`src/rtl/key_cache_ctrl.sv`:
```
// Tag/valid controller for a 4-way fully associative SM4 round-key cache; misses are filled by the key-expansion unit.
// Latency: hit response 2 cycles after accept; miss fill request 2 cycles after accept, response 1 cycle after fill_done_i.
// Backpressure: single outstanding lookup; req_ready_o low until the response is taken via resp_ready_i, fill held until fill_done_i.
module key_cache_ctrl #(
    parameter int TAG_W = 32,
    parameter int CNT_W = 16
) (
    input  logic             clk_i,
    input  logic             reset_i,
    input  logic             req_v_i,
    input  logic [TAG_W-1:0] req_tag_i,
    output logic             req_ready_o,
    output logic             resp_v_o,
    input  logic             resp_ready_i,
    output logic             resp_hit_o,
    output logic [1:0]       resp_way_o,
    output logic             fill_v_o,
    output logic [TAG_W-1:0] fill_tag_o,
    output logic [1:0]       fill_way_o,
    input  logic             fill_done_i,
    input  logic             flush_i,
    output logic [1:0]       lru_access1_o,
    output logic             lru_v1_o,
    output logic [1:0]       lru_access2_o,
    output logic             lru_v2_o,
    input  logic [1:0]       lru_replace_i,
    output logic [CNT_W-1:0] hit_cnt_o,
    output logic [CNT_W-1:0] miss_cnt_o
);

    typedef enum logic [1:0] {IDLE, CMP, FILL, RESP} state_t;

    state_t             state_q, state_d;
    logic [TAG_W-1:0]   tag_q [4];
    logic [3:0]         valid_q;
    logic               flush_pend_q;
    logic [TAG_W-1:0]   lat_tag_q;
    logic [1:0]         way_q;
    logic               hit_q;
    logic [CNT_W-1:0]   hit_cnt_q, miss_cnt_q;

    logic [3:0]         match;
    logic               hit_any;
    logic [1:0]         hit_way;
    logic [1:0]         victim;
    logic               req_acc;
    logic               flush_now;

    // Tag compare against all valid ways and victim choice (lowest invalid way, else recorder's pick).
    always_comb begin
        hit_way = 2'd0;
        victim  = lru_replace_i;
        for (int i = 0; i < 4; i++) begin
            match[i] = valid_q[i] && (tag_q[i] == lat_tag_q);
            if (match[i]) hit_way = 2'(i);
        end
        for (int i = 3; i >= 0; i--) begin
            if (!valid_q[i]) victim = 2'(i);
        end
        hit_any = |match;
    end

    assign flush_now = (state_q == IDLE) && (flush_i || flush_pend_q);
    assign req_acc   = (state_q == IDLE) && req_v_i && !flush_i && !flush_pend_q && !reset_i;

    // Next-state and handshake outputs; reset forces every valid low in the same cycle.
    always_comb begin
        state_d     = state_q;
        req_ready_o = 1'b0;
        resp_v_o    = 1'b0;
        fill_v_o    = 1'b0;
        lru_v1_o    = 1'b0;
        lru_v2_o    = 1'b0;
        case (state_q)
            IDLE: begin
                req_ready_o = !flush_i && !flush_pend_q;
                if (req_acc) state_d = CMP;
            end
            CMP: begin
                lru_v1_o = hit_any;
                state_d  = hit_any ? RESP : FILL;
            end
            FILL: begin
                fill_v_o = 1'b1;
                if (fill_done_i) begin
                    lru_v2_o = 1'b1;
                    state_d  = RESP;
                end
            end
            RESP: begin
                resp_v_o = 1'b1;
                if (resp_ready_i) state_d = IDLE;
            end
            default: state_d = IDLE;
        endcase
        if (reset_i) begin
            state_d     = IDLE;
            req_ready_o = 1'b0;
            resp_v_o    = 1'b0;
            fill_v_o    = 1'b0;
            lru_v1_o    = 1'b0;
            lru_v2_o    = 1'b0;
        end
    end

    assign lru_access1_o = hit_way;
    assign lru_access2_o = way_q;
    assign fill_tag_o    = lat_tag_q;
    assign fill_way_o    = way_q;
    assign resp_hit_o    = hit_q;
    assign resp_way_o    = way_q;
    assign hit_cnt_o     = hit_cnt_q;
    assign miss_cnt_o    = miss_cnt_q;

    // FSM state register.
    always_ff @(posedge clk_i) begin
        if (reset_i) state_q <= IDLE;
        else         state_q <= state_d;
    end

    // Tag storage: written when the fill completes; meaningless while the way is invalid.
    always_ff @(posedge clk_i) begin
        if (!reset_i && state_q == FILL && fill_done_i) tag_q[way_q] <= lat_tag_q;
    end

    // Valid bits, deferred flush, latched request, response fields and saturating counters.
    always_ff @(posedge clk_i) begin
        if (reset_i) begin
            valid_q      <= 4'b0;
            flush_pend_q <= 1'b0;
            lat_tag_q    <= '0;
            way_q        <= 2'd0;
            hit_q        <= 1'b0;
            hit_cnt_q    <= '0;
            miss_cnt_q   <= '0;
        end else begin
            if (flush_i && state_q != IDLE) flush_pend_q <= 1'b1;
            case (state_q)
                IDLE: begin
                    if (flush_now) begin
                        valid_q      <= 4'b0;
                        flush_pend_q <= 1'b0;
                    end else if (req_acc) begin
                        lat_tag_q <= req_tag_i;
                    end
                end
                CMP: begin
                    if (hit_any) begin
                        way_q <= hit_way;
                        hit_q <= 1'b1;
                        if (hit_cnt_q != '1) hit_cnt_q <= hit_cnt_q + 1'b1;
                    end else begin
                        way_q           <= victim;
                        hit_q           <= 1'b0;
                        valid_q[victim] <= 1'b0;
                        if (miss_cnt_q != '1) miss_cnt_q <= miss_cnt_q + 1'b1;
                    end
                end
                FILL: begin
                    if (fill_done_i) valid_q[way_q] <= 1'b1;
                end
                default: ;
            endcase
        end
    end

endmodule

```
`config.mk`:
```
export PLATFORM = sky130hd
export DESIGN_NAME = key_cache_ctrl
export DESIGN_NICKNAME = d
export VERILOG_FILES = /design/src/rtl/key_cache_ctrl.sv
export SDC_FILE = /design/constraint.sdc
export NUM_CORES = 1
export LEC_CHECK = 0
export ABC_AREA = 1
export BUFFER_PORTS_ARGS = -buffer_cell sky130_fd_sc_hd__buf_2
export CORE_UTILIZATION = 52
export DETAILED_ROUTE_END_ITERATION = 7
export HOLD_SLACK_MARGIN = 0.06
export PLACE_DENSITY = 0.72
export SETUP_SLACK_MARGIN = 0.05
export SYNTH_ARGS = -nofsm -noshare
export SYNTH_HDL_FRONTEND = slang
export SYNTH_SLANG_ARGS = --single-unit
```
`constraint.sdc`:
```
create_clock -name clk_i -period 4.1 [get_ports clk_i]
set_input_delay 0.41 -clock clk_i [delete_from_list [all_inputs] [get_ports clk_i]]
set_output_delay 0.41 -clock clk_i [all_outputs]
set_load 0.005 [all_outputs]
```
## Yosys cells after proc, flatten, opt, wreduce, memory -nomap -nowiden

Memories as Yosys holds them, arrays and structs flattened.
Index checks and enable logic that the tools add are counted.

- Register bits: 74
- Latch bits: 0
- Memory bits (writable): 128
- ROM bits: 0
- Bits of input ports: 40
- Output and inout bits: 78
- Word-level logic and storage cells: 100
- Memories: 1

- Add/sub/neg operators: 2
- Multipliers: 0
- Div/mod/pow operators: 0
- $lt $le $gt $ge: 4
- Eq/ne operators: 14
- Shift operators: 0
- Mux-type cells: 38
- Bitwise gates (word level): 5
- Reduce and logical (&&, ||, !) cells: 28

Memories:

| memory | words | bits a word | read ports | clocked after memory_dff | wr ports | RTL line | text |
|---|---|---|---|---|---|---|---|
| tag_q | 4 | 32 | 4 | 0 | 1 | 34 | `logic [TAG_W-1:0] tag_q [4];` |

Operators by type and width:

| operator | count |
|---|---|
| 32-bit equality test | 4 |
| 16-bit by 1-bit adder with 16-bit output, second input constant | 2 |
| 16-bit != test, second input constant | 2 |
| 1-bit two-way mux | 21 |
| 2-bit two-way mux | 10 |
| 1-bit logical AND | 15 |
| 4-bit two-way mux | 3 |
| 4-bit one-hot mux with 3 select lines | 1 |
| 3-bit AND reduction | 4 |
| 2-bit != test, second input constant | 5 |
| 2-bit one-hot mux with 4 select lines | 1 |
| 2-bit by 3-bit < comparator with 1-bit output, second input constant | 2 |
| 4-bit bitwise AND | 1 |
| 1-bit demux with 2-bit select | 2 |
| 2-bit equality test, second input constant | 2 |
| 2-bit by 1-bit >= comparator with 1-bit output, second input constant | 2 |
| 4-bit inverter | 1 |
| 4-bit bitwise OR | 1 |
| 4-bit AND reduction | 1 |
| 4-bit OR reduction | 1 |
| 1-bit logical NOT | 3 |
| 3-bit nonzero test | 1 |
| 2-bit by 1-bit equality test with 1-bit output, second input constant | 1 |
| 2-bit logical NOT | 1 |
| other kinds (3) | 4 |

## Logic depth before layout (Yosys ltp)

- Word-level depth: 12
- Depth in mapped cells: 17
- Depth with buffers taken out: 15

## Worst setup path after synthesis

OpenSTA, ideal clock, no wires.

- Kind: register -> register
- From: register state_q[0]
- To: memory tag_q[0][0], enable pin
- Setup time: 0.461 ns
- Data arrival time: 3.148 ns
- Data required time: 3.639 ns
- Path slack: 0.491 ns
- Stages on the path, launching flop included: 7
- Buffers on the path: 0
- Clock period less this slack: 3.609 ns
- Cells stage by stage: dfxtp_1 inv_1 ha_1 inv_1 nor2_1 nand2_1 nor3_1

- Longest elaborated chain between the ends: 5

RTL lines:

| what | RTL line | text |
|---|---|---|
| start: declaration | 33 | `state_t state_q, state_d;` |
| start signal: assignment | 118 | `else state_q <= state_d;` |
| 2-bit equality test | 123 | `if (!reset_i && state_q == FILL && fill_done_i) tag_q[way_q] <= lat_tag_q;` |
| 1-bit logical AND (2 in series) | 123 |  |
| 1-bit two-way mux | 123 |  |
| 1-bit two-way mux (not written as such) | 123 |  |
| end: declaration | 34 |  |

No other way between the ends.

## Final worst setup path

- From: register lat_tag_q[18] (netlist: fill_tag_o[18])
- To: output port lru_v1_o

- Longest elaborated chain between the ends: 5
- Elaborated cells between the ends (all ways): 11
- Classes of those cells: 4 x eq/ne; 2 x mux; 5 x reduce/logical

RTL lines:

| what | RTL line | text |
|---|---|---|
| start: declaration | 37 | `logic [TAG_W-1:0] lat_tag_q;` |
| start signal: assignment | 144 | `lat_tag_q <= req_tag_i;` |
| 32-bit equality test | 54 | `match[i] = valid_q[i] && (tag_q[i] == lat_tag_q);` |
| 1-bit logical AND | 54 |  |
| 4-bit OR reduction * | 60 | `hit_any = \|match;` |
| 1-bit two-way mux * | 74 | `case (state_q)` |
| 1-bit two-way mux * | 96 | `if (reset_i) begin` |
| end: declaration | 23 | `output logic lru_v1_o,` |

Every way passes the cells marked *; elsewhere a longest branch is shown, timed or not.

==> flow_metrics.py <==
metrics = {
    "logic_synthesis": {
        "synth_top_area_share_pct": 33.4,
        "ys_async_sr_fraction_pct": 0,
        "synth.top_cells.by_area": "edfxtp_1 (33%), nand2_1 (17%), dfxtp_1 (13%)",
        "yosysTopAreaCell": "edfxtp_1",
        "most_common_cell_in_the_synthesized_netlist": "nand2_1",
        "yosysUniqueCellTypes": 37,
        "netlist_top_cells_count": "nand2_1 (511), nor2_1 (199), inv_1 (147)",
        "yosys_most_used_dff": "edfxtp_1",
        "cells_after_synthesis": 1541,
        "ys_seq_area_share_pct": 46.2,
        "postSynthNetCount": 1588,
        "synthesis.yosys.warnings": 0,
        "count_of_flip_flops_with_a_built_in_enable_after_synthesis": 128,
        "synth.cell_area_um2": 11500,
        "syn_avg_cell_area_um2": 7.47,
        "ys_seq_elements": 202,
    },
    "layout": {
        "layoutNonFillerInstCount": 1940,
        "area_delta_synth_final_pct": 13.1,
        "utilization_pct": 59.8,
        "finalNetCount": 1691,
        "fillerInstances": 2067,
        "share_of_layout_cells_above_drive_strength_1_pct": 12.2,
        "num_antenna_cells": 0,
        "stdcell_area_um2": 13000,
    },
    "placement": {
        "buffer_ports.inserted": 117,
        "placement.setup.worst_slack_ns": 1.29,
        "placed_area_um2": 12300,
        "place_inst": 1900,
        "place_congestion": 1.03,
        "hpwlAfterDp_um": 28500,
    },
    "grt": {
        "maximum_number_of_pins_on_one_net_before_global_route_repair": 42,
        "grt_overflow": 0,
        "first_global_vias": 9401,
        "wire_length_of_the_first_global_routing_pass_um": 55600,
        "globalRouteTotalUtil_pct": 33.4,
        "grt_antenna_before_repair": 0,
    },
    "clock_network": {
        "clock_sink_count": 202,
        "cts.clk_slew.worst_paths_ns": 0.06,
        "cts_hold_repair_buffers": 0,
        "cts_inserted_buffers": 22,
        "cts_max_level": 1,
        "postCtsSetupBuffers": 0,
        "tritoncts": "built",
        "cts_resized": 0,
        "worst_case_clock_buffer_depth": 3,
        "insertion_delay_ns": 0.52,
        "cts-root-buf": "clkbuf_16",
    },
    "timing": {
        "final_critical_period_ns": 3.50,
        "period_share_pct": 85.3,
        "totalNegativeSetupSlack_ns": 0,
        "post-route-worst-setup-slack_ns": 0.604,
        "fin_skew_ns": 0.0181,
        "final-hold-violation-count": 0,
        "rsz0062_at_grt": "false",
        "worst-slew-pin-transition_ns": 0.924,
        "timing.max_slew.rel_slack_pct": 38.3,
        "hold_ws_ns": 0.138,
        "report.final.setup_viol": 0,
        "report.final.slew_viol_count": 0,
        "achievable-frequency_mhz": 286,
    },
    "critical_path": {
        "required_ns": 3.69,
        "critical_path_class": "reg -> out",
        "worstPathArrival_ns": 3.09,
        "setup.worst_path.start_class": "flop",
        "crit_path_max_fanout": 11,
        "worst_setup_path_end_kind": "output port",
    },
    "pwr": {
        "power_per_cell_area_nw_per_um2": 436,
        "vdd_drop_max_v": 0.000493,
        "post-layout-total-power_mw": 5.67,
        "p_leak_nw": 5.62,
    },
    "detailed_routing": {
        "average_detailed_routed_wire_length_per_instance_um": 19.3,
        "drc": 0,
        "route.final.wire_length_um": 37500,
        "postRouteAntennaNets": 0,
        "drt_pass1_iterations": 7,
        "route.detailed.vias_per_inst": 5.40,
        "vias": 10500,
        "number_of_drc_markers_in_iteration_0": 975,
    },
    "die": {
        "floorplan.core_area_um2": 21800,
        "die_width_um": 151,
        "die-area_um2": 22700,
        "row_count": 54,
        "floorplan.die.height_um": 151,
        "ios": 118,
        "starting_density_pct": 52.9,
    },
    "flow_run": {
        "max_cap_violations": 0,
    },
    "min_path": {
        "min-delay-path-class": "in -> reg",
    },
    "run_status": {
        "result_of_the_run": "finished clean",
    },
}
## layout make-up
cell class	count	area, um2	share of cell area (%)
sequential	202	5330	40.9
multi-input combinational	1119	5300	40.7
timing repair buffer	126	666	5.11
inverter	173	652	5.01
clock buffer	26	576	4.42
tap	280	350	2.69
clock inverter	14	153	1.17
## cells in the final DEF, fill, tap and decap left out, drive strengths merged
cell type,n
clkinvlp,3
nor4,2
nor2b,1
o21a,1
buf,126
nor3,12
clkbuf,26
or2,3
and3,2
nand3,60
edfxtp,128
and2,17
nor2,201
a211oi,1
bufinv,2
nand4,58
ha,7
o211ai,2
dfxtp,74
o21ai,63
a21oi,76
xor2,27
inv,172
clkinv,10
nand3b,4
xnor2,63
nand2,519
## power by group
| group | internal, mW | switching, mW |
|---|---|---|
| clock network | 1.15 | 0.843 |
| registers | 2.30 | 0.205 |
| logic | 0.380 | 0.797 |
## flip-flops by register name, summed over array words and instances (netlist names)
signal / count
tag_q: 128
fill_tag_o: 32
hit_cnt_o: 16
miss_cnt_o: 16
valid_q: 4
fill_way_o: 2
state_q: 2
flush_pend_q: 1
resp_hit_o: 1
## worst max-delay path: stages (launching register included)
cell	delay [ns]
dfxtp_1	0.56
inv_1	0.17
nand2_1	0.20
o21ai_0	0.18
nor2_1	0.28
nand2_1	0.09
nor2_1	0.21
nand3_1	0.11
nor2_1	0.10
nor2_1	0.09
nand2_1	0.09
nand2_1	0.21
nor2_1	0.15
buf_2	0.12
## final timing paths
kind | start | end | slack [ns] | cells past startpoint
worst max-delay path | fill_tag_o[18] | lru_v1_o | 0.60 | 13
worst min-delay path | req_tag_i[30] | fill_tag_o[30] | 0.14 | 3
worst max register to register | fill_tag_o[18] | valid_q[0] | 1.40 | 13
worst min register to register | resp_hit_o | resp_hit_o | 0.47 | 2
## logic make-up (layout without fill, tap and decap cells)
logic type                 Yosys count  in the layout  share of synthesized area, %
and+or+nand+nor                    879            879                          31.9
AOI/OAI and AO/OA                  143            143                          6.30
DFF                                202            202                          46.2
adders and majority gates            7              7                         0.761
buffers and inverters              220            339                          7.99
xor gates and xnor gates            90             90                          6.85
## layer usage
metal | vias to the layer above | part of all wire, % | global-route usage, % | routed length, um
li1 | 5143 | - | - | -
met1 | 4836 | 45 | 48.8 | 17000
met5 | - | 0 | 0 | 0
met4 | 0 | 3.3 | 10.7 | 1230
met3 | 71 | 9.2 | 7.98 | 3430
met2 | 423 | 42 | 48.4 | 15800
(Power assumes the default switching activity.)
